`config.mk`:
```
export PLATFORM = sky130hd
export DESIGN_NAME = imm_gen_pipe_flat
export DESIGN_NICKNAME = d
export VERILOG_FILES = /design/src/rtl/imm_gen_pipe_if.sv /design/src/rtl/imm_gen_pipe.sv /design/src/flat_wrapper.sv
export SDC_FILE = /design/constraint.sdc
export NUM_CORES = 1
export LEC_CHECK = 0
export BUFFER_PORTS_ARGS = -buffer_cell sky130_fd_sc_hd__buf_2
export CAP_MARGIN = 20
export CORE_ASPECT_RATIO = 1.75
export CORE_MARGIN = 2
export CORE_UTILIZATION = 42
export CTS_CLUSTER_SIZE = 28
export DETAILED_ROUTE_END_ITERATION = 8
export GPL_TIMING_DRIVEN = 0
export PLACE_DENSITY = 0.72
export SYNTH_ARGS = -nofsm -noshare
export SYNTH_HDL_FRONTEND = slang
export SYNTH_SLANG_ARGS = --single-unit
```
`constraint.sdc`:
```
create_clock -name clk -period 2.9 [get_ports clk]
set_clock_uncertainty 0.05 [all_clocks]
set_input_delay 0 -clock clk [delete_from_list [all_inputs] [get_ports clk]]
set_output_delay 0 -clock clk [all_outputs]
set_load 0.01 [all_outputs]
```
`src/rtl/imm_gen_pipe_if.sv`:
```
// rtl/imm_gen_pipe_if.sv - instruction-in / immediate-out handshake bundle for imm_gen_pipe
interface imm_gen_pipe_if #(
    parameter int XLEN = 32
);
    logic            in_valid;
    logic            in_ready;
    logic [31:0]     Instrucao;
    logic            out_valid;
    logic            out_ready;
    logic [XLEN-1:0] saida_Imm;
    logic [2:0]      out_fmt;
    logic            out_illegal;

    modport master (
        output in_valid, Instrucao, out_ready,
        input  in_ready, out_valid, saida_Imm, out_fmt, out_illegal
    );

    modport slave (
        input  in_valid, Instrucao, out_ready,
        output in_ready, out_valid, saida_Imm, out_fmt, out_illegal
    );
endinterface

```
`src/rtl/imm_gen_pipe.sv`:
```
// rtl/imm_gen_pipe.sv - RISC-V immediate decoder feeding a 2-entry skid FIFO
// Also keeps a saturating count of accepted words with unrecognised opcodes.
module imm_gen_pipe #(
    parameter int XLEN  = 32,
    parameter int CNT_W = 16
) (
    input  logic             clk,
    input  logic             rst_n,
    imm_gen_pipe_if.slave    bus,
    input  logic             flush,
    input  logic             cnt_clear,
    output logic [CNT_W-1:0] illegal_count
);
    localparam logic [2:0] FMT_NONE = 3'd0;
    localparam logic [2:0] FMT_I    = 3'd1;
    localparam logic [2:0] FMT_S    = 3'd2;
    localparam logic [2:0] FMT_B    = 3'd3;
    localparam logic [2:0] FMT_U    = 3'd4;
    localparam logic [2:0] FMT_J    = 3'd5;

    typedef struct packed {
        logic [XLEN-1:0] imm;
        logic [2:0]      fmt;
        logic            illegal;
    } entry_t;

    entry_t      dec;
    logic [31:0] imm32;
    logic [31:0] ins;

    entry_t      mem [2];
    logic        rd_ptr;
    logic        wr_ptr;
    logic [1:0]  count;

    logic        accept;
    logic        pop;
    entry_t      head;

    assign ins = bus.Instrucao;

    always_comb begin
        imm32       = '0;
        dec.fmt     = FMT_NONE;
        dec.illegal = 1'b1;
        case (ins[6:0])
            7'b0000011, 7'b0010011, 7'b1100111, 7'b1110011: begin
                imm32       = {{20{ins[31]}}, ins[31:20]};
                dec.fmt     = FMT_I;
                dec.illegal = 1'b0;
            end
            7'b0100011: begin
                imm32       = {{20{ins[31]}}, ins[31:25], ins[11:7]};
                dec.fmt     = FMT_S;
                dec.illegal = 1'b0;
            end
            7'b1100011: begin
                imm32       = {{19{ins[31]}}, ins[31], ins[7], ins[30:25], ins[11:8], 1'b0};
                dec.fmt     = FMT_B;
                dec.illegal = 1'b0;
            end
            7'b0110111, 7'b0010111: begin
                imm32       = {ins[31:12], 12'b0};
                dec.fmt     = FMT_U;
                dec.illegal = 1'b0;
            end
            7'b1101111: begin
                imm32       = {{11{ins[31]}}, ins[31], ins[19:12], ins[20], ins[30:21], 1'b0};
                dec.fmt     = FMT_J;
                dec.illegal = 1'b0;
            end
            default: begin
                imm32       = '0;
                dec.fmt     = FMT_NONE;
                dec.illegal = 1'b1;
            end
        endcase
        // Illegal words carry imm32 = 0, so filling with bit 31 would be wrong for them.
        for (int i = 0; i < XLEN; i++) begin
            dec.imm[i] = ins[31] & ~dec.illegal;
        end
        dec.imm[31:0] = imm32;
    end

    // Ready depends only on registered occupancy, never on out_ready.
    assign bus.in_ready  = ~count[1];
    assign bus.out_valid = (count != 2'd0);
    assign accept        = bus.in_valid & bus.in_ready;
    assign pop           = bus.out_valid & bus.out_ready;
    assign head          = mem[rd_ptr];

    assign bus.saida_Imm   = bus.out_valid ? head.imm     : '0;
    assign bus.out_fmt     = bus.out_valid ? head.fmt     : FMT_NONE;
    assign bus.out_illegal = bus.out_valid ? head.illegal : 1'b0;

    always_ff @(posedge clk or negedge rst_n) begin
        if (!rst_n) begin
            count  <= 2'd0;
            rd_ptr <= 1'b0;
            wr_ptr <= 1'b0;
            mem[0] <= '0;
            mem[1] <= '0;
        end else if (flush) begin
            count  <= 2'd0;
            rd_ptr <= 1'b0;
            wr_ptr <= 1'b0;
        end else begin
            if (accept) begin
                mem[wr_ptr] <= dec;
                wr_ptr      <= ~wr_ptr;
            end
            if (pop) begin
                rd_ptr <= ~rd_ptr;
            end
            count <= count + {1'b0, accept} - {1'b0, pop};
        end
    end

    // Counts accepts even when flush drops them; flush never touches the counter.
    always_ff @(posedge clk or negedge rst_n) begin
        if (!rst_n) begin
            illegal_count <= '0;
        end else if (cnt_clear) begin
            illegal_count <= '0;
        end else if (accept && dec.illegal && (illegal_count != '1)) begin
            illegal_count <= illegal_count + 1'b1;
        end
    end
endmodule

```
`src/flat_wrapper.sv`:
```
// flat-port wrapper written by rule: the top's interface ports become plain ports
module imm_gen_pipe_flat 
#(
    parameter int XLEN  = 32,
    parameter int CNT_W = 16
)
  (clk, rst_n, flush, cnt_clear, illegal_count, bus_in_valid, bus_Instrucao, bus_out_ready, bus_in_ready, bus_out_valid, bus_saida_Imm, bus_out_fmt, bus_out_illegal);
  imm_gen_pipe_if #(.XLEN(XLEN)) bus_i ();
  input  logic clk;
  input  logic rst_n;
  input  logic flush;
  input  logic cnt_clear;
  output logic [CNT_W-1:0] illegal_count;
  input wire logic [$bits(bus_i.in_valid)-1:0] bus_in_valid;
  input wire logic [$bits(bus_i.Instrucao)-1:0] bus_Instrucao;
  input wire logic [$bits(bus_i.out_ready)-1:0] bus_out_ready;
  output wire logic [$bits(bus_i.in_ready)-1:0] bus_in_ready;
  output wire logic [$bits(bus_i.out_valid)-1:0] bus_out_valid;
  output wire logic [$bits(bus_i.saida_Imm)-1:0] bus_saida_Imm;
  output wire logic [$bits(bus_i.out_fmt)-1:0] bus_out_fmt;
  output wire logic [$bits(bus_i.out_illegal)-1:0] bus_out_illegal;
  assign bus_i.in_valid = bus_in_valid;
  assign bus_i.Instrucao = bus_Instrucao;
  assign bus_i.out_ready = bus_out_ready;
  assign bus_in_ready = bus_i.in_ready;
  assign bus_out_valid = bus_i.out_valid;
  assign bus_saida_Imm = bus_i.saida_Imm;
  assign bus_out_fmt = bus_i.out_fmt;
  assign bus_out_illegal = bus_i.out_illegal;
  imm_gen_pipe #(.XLEN(XLEN), .CNT_W(CNT_W)) u_core (.clk(clk), .rst_n(rst_n), .bus(bus_i), .flush(flush), .cnt_clear(cnt_clear), .illegal_count(illegal_count));
endmodule
```
==> results of run 1 <==
stage by stage:
step | util [%] | hold WS (ns) | power (mW) | std cells | setup slack (ns)
finish | 53.36 | 0.01853 | 3.331 | 777 | 0.6544
global route | 53.36 | 0.03183 | 3.496 | 777 | 0.5385
CTS | 53.36 | 0.002662 | 3.355 | 777 | 0.6388
detailed placement | 48.39 | 0.02091 | 2.172 | 736 | 0.6619
global placement | 48.19 | 0.2048 | 2.153 | 735 | 0.6631
floorplan | - | -0.3456 | 1.917 | 515 | 0.7946
flip-flops by register name, indices dropped and copies added (netlist names):
register	flops
u_core.count	2
u_core.illegal_count	16
u_core.mem	72
u_core.rd_ptr	1
u_core.wr_ptr	1
kinds of logic after synthesis:
kind of cell / count (synthesis) / synth area share (%)
adders and majority gates: 3 / 0.8016
and+or+nand+nor: 199 / 20.12
xor gates and xnor gates: 9 / 1.683
buffers and inverters: 41 / 3.714
muxes: 42 / 9.164
AOI/OAI and AO/OA: 129 / 15.36
DFF: 92 / 49.16
per-layer routing:
metal | global-route usage [%] | vias up
met5 | 0 | -
met4 | 12.48 | 0
met3 | 3.963 | 35
met2 | 40.38 | 164
met1 | 24.53 | 2038
li1 | - | 2038
worst max path at each step:
stage / startpoint / endpoint / slack, ns / cells after the start
detailed placement: u_core.illegal_count[0]$_DFFE_PN0P_ / u_core.illegal_count[6]$_DFFE_PN0P_ / 0.66 / 7
global route: u_core.illegal_count[0]$_DFFE_PN0P_ / u_core.illegal_count[6]$_DFFE_PN0P_ / 0.54 / 7
finish: u_core.illegal_count[0]$_DFFE_PN0P_ / u_core.illegal_count[6]$_DFFE_PN0P_ / 0.65 / 7
global placement: u_core.illegal_count[0]$_DFFE_PN0P_ / u_core.illegal_count[6]$_DFFE_PN0P_ / 0.66 / 7
floorplan: u_core.illegal_count[0]$_DFFE_PN0P_ / u_core.illegal_count[6]$_DFFE_PN0P_ / 0.79 / 7
CTS: u_core.illegal_count[0]$_DFFE_PN0P_ / u_core.illegal_count[6]$_DFFE_PN0P_ / 0.64 / 7
cells in the final DEF, fill, tap and decap left out, types with 6 or more instances in the layout:
cell type	netlist	routed
clkbuf_1	20	20
nor2b_1	7	7
o21ai_1	16	16
dfrtp_1	92	92
inv_1	10	10
nand2_1	89	89
xnor2_1	6	6
nand3_1	15	15
buf_2	4	91
mux2i_1	38	38
a21oi_1	30	30
clkbuf_16	0	9
dlygate4sd3_1	0	25
o21ai_0	60	60
nor2_1	54	54
power groups by stage:
stage | sequential [mW] | combinational, mW | clock [mW]
after floorplan | 1.42 | 0.497 | 0
after global placement | 1.42 | 0.731 | 0
after detailed placement | 1.43 | 0.744 | 0
after CTS | 1.40 | 0.775 | 1.18
after global routing | 1.42 | 0.851 | 1.23
final | 1.40 | 0.776 | 1.15
final cells by class:
| class | instances | area (sq um) |
|---|---|---|
| buffer | 31 | 136.4 |
| sequential | 92 | 2302 |
| timing repair buffer | 114 | 713.2 |
| tap | 132 | 165.2 |
| inverter | 10 | 37.54 |
| fill | 981 | 5119 |
| multi-input combinational | 382 | 2207 |
| clock buffer | 9 | 225.2 |
| clock inverter | 7 | 70.07 |
critical path: cells and delay by family, from the launching register on:
kind | cells | cell delay, ns
adder cells (fa/ha/maj) | 1 | 0.29
buffers and inverters | 1 | 0.15
flip-flops | 1 | 0.41
AND/OR/NAND/NOR | 4 | 0.94
multiplexers | 1 | 0.29
==> metrics.csv, run 1 <==
metric,value,unit
period_share,77.44,%
antenna_found_initial,0,
antenna_left,0,
grt_pass1_wl,21220,um
gp_congestion,0.8814,
wl_met2,6911,um
dr.max_layer_used,met4,
comb_power_share,23.3,%
status,"finished, final reports clean",
ios,92,
routedWlPerCell,16.95,um
wl,13170,um
clkPwrFrac,34.5,%
drive_gt1_share,19.53,%
final.min_clock_period,2.246,ns
yosys_warnings,0,
wl_met3,684,um
netlist_area,4683,sq um
grt.total_usage,22.33,%
dp_hpwl,9700,um
maxCapViolations,0,
placed_cell_area,5311,sq um
switching_share,32.66,%
rows,51,
tightest_slew,0.9456,ns
synth_area_leaders,"dfrtp_1 (49%), mux2i_1 (8.1%), nand2_1 (7.1%)",
syn_inst,515,
portBuffers,88,
power_density,568.7,nW/um^2
synth_area_per_cell,9.094,sq um
root_buffer,clkbuf_16,
vias,4275,
hold_path_depth,4,
max-vdd-ir-drop,0.4701,mV
cts_sinks,92,
rr_endpoint,u_core.illegal_count[6]$_DFFE_PN0P_,
critPathKind,reg2reg,
synth-seq-cells,92,
cp-end-kind,flop,
gr-total-overflow,0,
hold_viol,0,
required,3.08,ns
setup_tns,0,ns
synth_edf_count,0,
wl_met1,5061,um
syn_nets,556,
path_clk_slew,0.07,ns
slowest_stage,or4_4,
min_path_type,in2reg,
hold_end,u_core.mem[1]$_DFFE_PN0P_,
start_util,42.67,%
critPathLaunchType,flop,
postCtsHoldBufs,25,
timing.fmax,445.3,MHz
die_h,143.7,um
power_leakage,2.615,nW
ff2ff_setup_slack,0.65,ns
first_global_vias,4453,
clockBufferDepth,2,
maxSlewHeadroom,36.96,%
maxSlewViolCount,0,
pwr-share-seq,42.2,%
cts_tree,yes,
area_growth_syn_to_layout,25.06,%
post-cts-setup-buffer-count,0,
rsz0062_at_grt,false,
synth_seq_area_share,49.16,%
cts_max_level,3,
synth_commonest_cells,"dfrtp_1 (92), nand2_1 (89), o21ai_0 (60)",
numCtsBuffers,9,
viasPerCell,5.502,
stdcell_area,5857,sq um
cts_resized,0,
r2r-start,u_core.illegal_count[0]$_DFFE_PN0P_,
rr_worst_depth,7,
fp.dieW,83.83,um
arrival,2.42,ns
drc,0,
switchingPower,1.088,mW
max_stage_delay,0.57,ns
final_net_count,681,
yosysMostFrequentCell,dfrtp_1,
cellInternalPower,2.243,mW
yosys.area.top_type_share,49.16,%
drtPass1Iterations,5,
path_cells,"ha_1, nand4_4, or4_4, nand3_2, buf_6, nor3_2, mux2_4",
setup_viol,0,
die_area,12040,sq um
n_antenna_cell,0,
grt_max_degree,52,
min_from,bus_Instrucao[0],
core,10980,sq um
drt_iter0_drc,360,
synth-async-reset-ratio,100.0,%
post_synth_num_cell_types,56,
insertion_delay,0.34,ns
synth_largest_area_cell,dfrtp_1,
path_max_fanout,10,
yosys_most_used_dff,dfrtp_1,
(Power assumes the default switching activity.)
==> run 2, diff against run 1 <==
--- a/config.mk
+++ b/config.mk
@@ -13,7 +13,7 @@
 export CTS_CLUSTER_SIZE = 28
 export DETAILED_ROUTE_END_ITERATION = 8
 export GPL_TIMING_DRIVEN = 0
-export PLACE_DENSITY = 0.72
+export PLACE_DENSITY = 0.74
 export SYNTH_ARGS = -nofsm -noshare
 export SYNTH_HDL_FRONTEND = slang
 export SYNTH_SLANG_ARGS = --single-unit
==> constraint.sdc (replaced) <==
create_clock -name clk -period 2 [get_ports clk]
set_clock_uncertainty 0.05 [all_clocks]
set_input_delay 0 -clock clk [delete_from_list [all_inputs] [get_ports clk]]
set_output_delay 0 -clock clk [all_outputs]
set_load 0.01 [all_outputs]
==> metrics.csv, run 2 (synthesized netlist as in run 1, its figures left out) <==
metric,value,unit
period_share,101.8,%
path_cells,"nand4_1, or3_4, nor4_4, or3b_4, a21oi_2",
timing.final.ws_setup,-0.03656,ns
rsz0062_at_grt,true,
portBuffers,88,
drive_gt1_share,24.81,%
die_h,143.7,um
maxCapViolations,0,
final_cell_mix,"buf_2 (92), nand2_1 (89), dfrtp_1 (86)",
setup_tns,-0.05223,ns
start_util,42.67,%
core,10980,sq um
critPathKind,reg2reg,
setup_viol,3,
final_common_cell,buf_2,
maxSlewViolCount,0,
cellInternalPower,3.440,mW
slowest_stage,dfrtp_1,
ff2ff_setup_slack,-0.04,ns
dp_hpwl,9843,um
min_path_type,in2reg,
arrival,2.26,ns
pwr-share-seq,40.7,%
antenna_left,0,
final_net_count,701,
wl_met3,659,um
dr.max_layer_used,met4,
insertion_delay,0.34,ns
switching_share,31.33,%
switchingPower,1.569,mW
wl_met1,5212,um
drt_iter0_drc,317,
regMostFlops,u_core.mem,
wl,13950,um
wl_met2,7454,um
ios,92,
total_power,5.009,mW
fp.dieW,83.83,um
critPathLaunchType,flop,
place_ws,-0.1411,ns
stdcell_count,797,
first_global_vias,4397,
status,"complete, but fails checks",
tightest_slew,0.8931,ns
numCtsBuffers,9,
violations,negative setup slack,
required,2.22,ns
top_regs,"u_core.mem: 72 flops, u_core.illegal_count: 16 flops, u_core.count: 2 flops",
largest_reg_flops,72,
grt_max_degree,53,
drc,0,
cp-end-kind,flop,
viasPerCell,5.552,
max-vdd-ir-drop,0.5271,mV
grt_pass1_wl,21980,um
placed_cells,736,
vias,4425,
grt.total_usage,23.34,%
power_density,817.9,nW/um^2
timing.fmax,491.0,MHz
cts_tree,yes,
routedWlPerCell,17.50,um
cp.buffers_inverters,0,
cp_top_family,simple AND/OR/NAND/NOR gates,
power_leakage,2.768,nW
maxSlewHeadroom,40.46,%
die_area,12040,sq um
clockBufferDepth,2,
path_max_fanout,5,
antenna_found_initial,0,
cts_max_level,3,
hold_viol,0,
finalHoldWorstSlack,0.01815,ns
cts_sinks,92,
n_antenna_cell,0,
gr-total-overflow,0,
root_buffer,clkbuf_16,
path_clk_slew,0.07,ns
clkPwrFrac,34.4,%
final.min_clock_period,2.037,ns
max_stage_delay,0.42,ns
gp_congestion,0.8707,
rows,51,
comb_power_share,24.9,%
area_growth_syn_to_layout,30.78,%
drtPass1Iterations,5,
run 2: cell types whose count changed in the layout (fill, tap and decap cells not counted), moves of 2 or more:
| cell | previous run | this run |
|---|---|---|
| buf_4 | 1 | 16 |
| dfrtp_1 | 92 | 86 |
| dfrtp_2 | 0 | 6 |
| buf_1 | 5 | 1 |
| clkbuf_2 | 0 | 4 |
| clkbuf_1 | 20 | 17 |
| buf_6 | 2 | 4 |
| clkbuf_4 | 0 | 2 |
| clkinv_2 | 0 | 2 |
| clkinvlp_4 | 3 | 1 |
| inv_8 | 2 | 0 |
| nand3_4 | 0 | 2 |
run 2: final timing paths:
path	cells past startpoint	start	end
min in group asynchronous	2	rst_n	u_core.mem[9]$_DFFE_PN0P_
worst min-delay path	3	bus_Instrucao[7]	u_core.mem[15]$_DFFE_PN0P_
worst min register to register	2	u_core.mem[62]$_DFFE_PN0P_	u_core.mem[62]$_DFFE_PN0P_
max in group asynchronous	3	rst_n	u_core.mem[32]$_DFFE_PN0P_
worst max register to register	5	u_core.illegal_count[7]$_DFFE_PN0P_	u_core.illegal_count[11]$_DFFE_PN0P_
worst max-delay path	5	u_core.illegal_count[7]$_DFFE_PN0P_	u_core.illegal_count[11]$_DFFE_PN0P_
run 2: timing repair:
item,in CTS,in global routing
gates cloned,0,1
resized for setup,8,19
endpoints found under the hold margin,98,0
pin swaps,2,8
hold buffers,26,0
setup buffers,5,13
setup endpoints to repair,46,10
run 2: stage by stage:
step           cell area [sq um]  util [%]
2_1_floorplan               4698         -
3_3_place_gp                5304     48.32
3_5_place_dp                5326     48.53
4_1_cts                     5944     54.16
5_1_grt                     6125     55.80
6_report                    6125     55.80
run 2: final cells by class:
cell class	instances	area, sq um
inverters	10	37.54
repair buffers	134	894.6
plain buffers	31	153.9
clock inverters	7	73.82
clock buffers	9	225.2
flip-flops and latches	92	2310
well taps	132	165.2
fillers	962	4851
multi-input cells	382	2265
run 2: worst register-to-register path, cell delays in order (launching register included):
cell and delay [ns]:
dfrtp_1 0.42, nand4_1 0.14, or3_4 0.42, nor4_4 0.38, or3b_4 0.42, a21oi_2 0.12
run 2: metal layers:
layer,vias to the layer above,GRT usage [%]
met5,-,0
met4,0,12.39
met3,46,4.423
met2,180,42.86
met1,2127,25.15
li1,2072,-
run 2: power groups by stage:
stage                     sequential [mW]  clock [mW]  combinational [mW]
after global placement               2.07           0                1.06
after CTS                            2.04        1.76                1.17
final                                2.04        1.72                1.25
after floorplan                      2.07           0               0.723
after global routing                 2.05        1.83                1.37
after detailed placement             2.08           0                1.09
==> run 3, diff against run 2 <==
--- a/config.mk
+++ b/config.mk
@@ -5,6 +5,7 @@
 export SDC_FILE = /design/constraint.sdc
 export NUM_CORES = 1
 export LEC_CHECK = 0
+export ABC_AREA = 1
 export BUFFER_PORTS_ARGS = -buffer_cell sky130_fd_sc_hd__buf_2
 export CAP_MARGIN = 20
 export CORE_ASPECT_RATIO = 1.75
@@ -13,7 +14,7 @@
 export CTS_CLUSTER_SIZE = 28
 export DETAILED_ROUTE_END_ITERATION = 8
 export GPL_TIMING_DRIVEN = 0
-export PLACE_DENSITY = 0.74
+export PLACE_DENSITY = 0.73
 export SYNTH_ARGS = -nofsm -noshare
 export SYNTH_HDL_FRONTEND = slang
 export SYNTH_SLANG_ARGS = --single-unit
==> metrics.csv, run 3 <==
metric,value,unit
status,"finished, final reports clean",
drt_iter0_drc,266,
timing.final.ws_setup,0.1544,ns
syn_inst,685,
numCtsBuffers,9,
path_clk_slew,0.06,ns
nFillCells,1190,
post-cts-setup-buffer-count,0,
top_regs,"u_core.mem: 72 flops, u_core.illegal_count: 16 flops, u_core.count: 2 flops",
yosys.area.top_type_share,45.05,%
yosysMostFrequentCell,nand2_1,
place_ws,0.1790,ns
cts_tree,yes,
synth_area_per_cell,7.460,sq um
insertion_delay,0.35,ns
post-route-util,53.44,%
final.min_clock_period,1.846,ns
fp.dieW,87.38,um
cts_sinks,92,
final_common_cell,nand2_1,
area_growth_syn_to_layout,24.83,%
synth-seq-cells,92,
power_leakage,3.453,nW
synth_area_leaders,"dfrtp_1 (45%), nand2_1 (20%), nand3_1 (5.9%)",
pwr-share-seq,39.9,%
antenna_found_initial,0,
syn_nets,726,
grt.total_usage,23.64,%
synth-async-reset-ratio,100.0,%
required,1.95,ns
maxSlewViolCount,0,
synth_commonest_cells,"nand2_1 (268), dfrtp_1 (92), nand3_1 (60)",
synth_edf_count,0,
setup_viol,0,
grt_max_degree,48,
path_max_fanout,10,
timing.fmax,541.8,MHz
wl,14880,um
placed_cell_area,5767,sq um
drtPass1Iterations,5,
final_net_count,858,
critPathKind,reg2out,
cellInternalPower,3.862,mW
vias,4954,
yosys_warnings,0,
core,11940,sq um
netlist_area,5110,sq um
cts_max_level,3,
die_h,149.9,um
stdcell_area,6379,sq um
synth_seq_area_share,45.05,%
min_path_type,in2reg,
antenna_left,0,
period_share,92.28,%
arrival,1.80,ns
start_util,42.81,%
n_antenna_cell,0,
max-vdd-ir-drop,0.4504,mV
regMostFlops,u_core.mem,
grt_pass1_wl,23850,um
routedWlPerCell,15.55,um
post_synth_num_cell_types,30,
critPathLaunchType,flop,
root_buffer,clkbuf_16,
hold_viol,0,
clockBufferDepth,2,
rows,53,
power_density,922.6,nW/um^2
die_area,13100,sq um
yosys_most_used_dff,dfrtp_1,
cp-end-kind,primary output,
maxCapViolations,0,
dp_hpwl,10870,um
gr-total-overflow,0,
largest_reg_flops,72,
drc,0,
gp_congestion,0.9059,
final_cell_mix,"nand2_1 (268), buf_2 (100), dfrtp_1 (92)",
maxSlewHeadroom,58.37,%
tightest_slew,0.6245,ns
clkPwrFrac,30.7,%
total_power,5.885,mW
first_global_vias,4954,
switching_share,34.37,%
switchingPower,2.023,mW
ios,92,
portBuffers,91,
synth_largest_area_cell,dfrtp_1,
comb_power_share,29.5,%
viasPerCell,5.177,
rsz0062_at_grt,false,
drive_gt1_share,20.85,%
-- run 3: power groups by stage --
| stage | combinational (mW) | clock, mW | sequential, mW |
|---|---|---|---|
| 2_1_floorplan | 1.10 | 0 | 2.33 |
| 3_3_place_gp | 1.67 | 0 | 2.34 |
| 3_5_place_dp | 1.70 | 0 | 2.36 |
| 4_1_cts | 1.77 | 1.82 | 2.32 |
| 5_1_grt | 1.95 | 1.89 | 2.38 |
| 6_report | 1.73 | 1.80 | 2.35 |
-- run 3: path summary, 6_finish.rpt --
kind                                             from                                  end  slack [ns]  cells past startpoint
min reg2reg                u_core.mem[56]$_DFFE_PN0P_           u_core.mem[56]$_DFFE_PN0P_        0.42                      2
max reg2reg                 u_core.count[1]$_DFF_PN0_           u_core.mem[40]$_DFFE_PN0P_        0.17                      6
max                         u_core.count[1]$_DFF_PN0_                     bus_saida_Imm[4]        0.15                      4
min in group asynchronous                       rst_n           u_core.mem[60]$_DFFE_PN0P_        0.16                      2
min                                  bus_Instrucao[3]           u_core.mem[39]$_DFFE_PN0P_        0.02                      4
max in group asynchronous                       rst_n  u_core.illegal_count[2]$_DFFE_PN0P_        1.09                      3
-- run 3: stage by stage --
| stage | hold WS (ns) | instances | TNS, ns |
|---|---|---|---|
| finish | 0.01884 | 957 | 0 |
| global route | 0.06344 | 957 | 0 |
| CTS | 0.005991 | 958 | 0 |
| detailed placement | 0.01291 | 914 | 0 |
| global placement | 0.1985 | 913 | -5.081 |
| floorplan | -0.3456 | 685 | 0 |
-- run 3: per-layer routing --
| layer | vias up | part of all wire, % | global-route usage, % | wire [um] |
|---|---|---|---|---|
| met5 | - | 0 | 0 | 0 |
| li1 | 2445 | - | - | - |
| met1 | 2303 | 36 | 24.53 | 5405 |
| met3 | 41 | 4.7 | 3.806 | 705 |
| met4 | 0 | 4.6 | 13.46 | 685 |
| met2 | 165 | 54 | 43.48 | 8087 |
-- run 3: worst max-delay path, cell delays in order (launching register included) --
cell and delay, ns:
dfrtp_1 0.42, nor2_2 0.20, clkbuf_1 0.48, a21oi_1 0.16, buf_2 0.19
-- run 3: cell type report --
class / count / area, sq um / share of cell area, %
Inverter: 50 / 187.7 / 2.942
Clock inverter: 5 / 78.83 / 1.236
Tap cell: 137 / 171.4 / 2.687
Clock buffer: 9 / 225.2 / 3.531
Timing Repair Buffer: 122 / 785.8 / 12.32
Multi-Input combinational cell: 506 / 2429 / 38.07
Sequential cell: 92 / 2302 / 36.09
Buffer: 36 / 198.9 / 3.119
-- run 3: logic make-up after synthesis --
group | Yosys count | share of synthesized area (%)
compound gates | 83 | 8.497
xor+xnor | 14 | 2.400
fa+ha+maj | 3 | 0.7347
flops | 92 | 45.05
buf+inv | 87 | 7.468
simple gates | 406 | 35.85
-- run 3: repair_timing --
item / in CTS / in global routing
pin swaps: 0 / 0
hold endpoints to repair: 90 / 0
hold buffers: 30 / 0
gates resized for setup: 7 / 1
endpoints found under the setup margin: 26 / 15
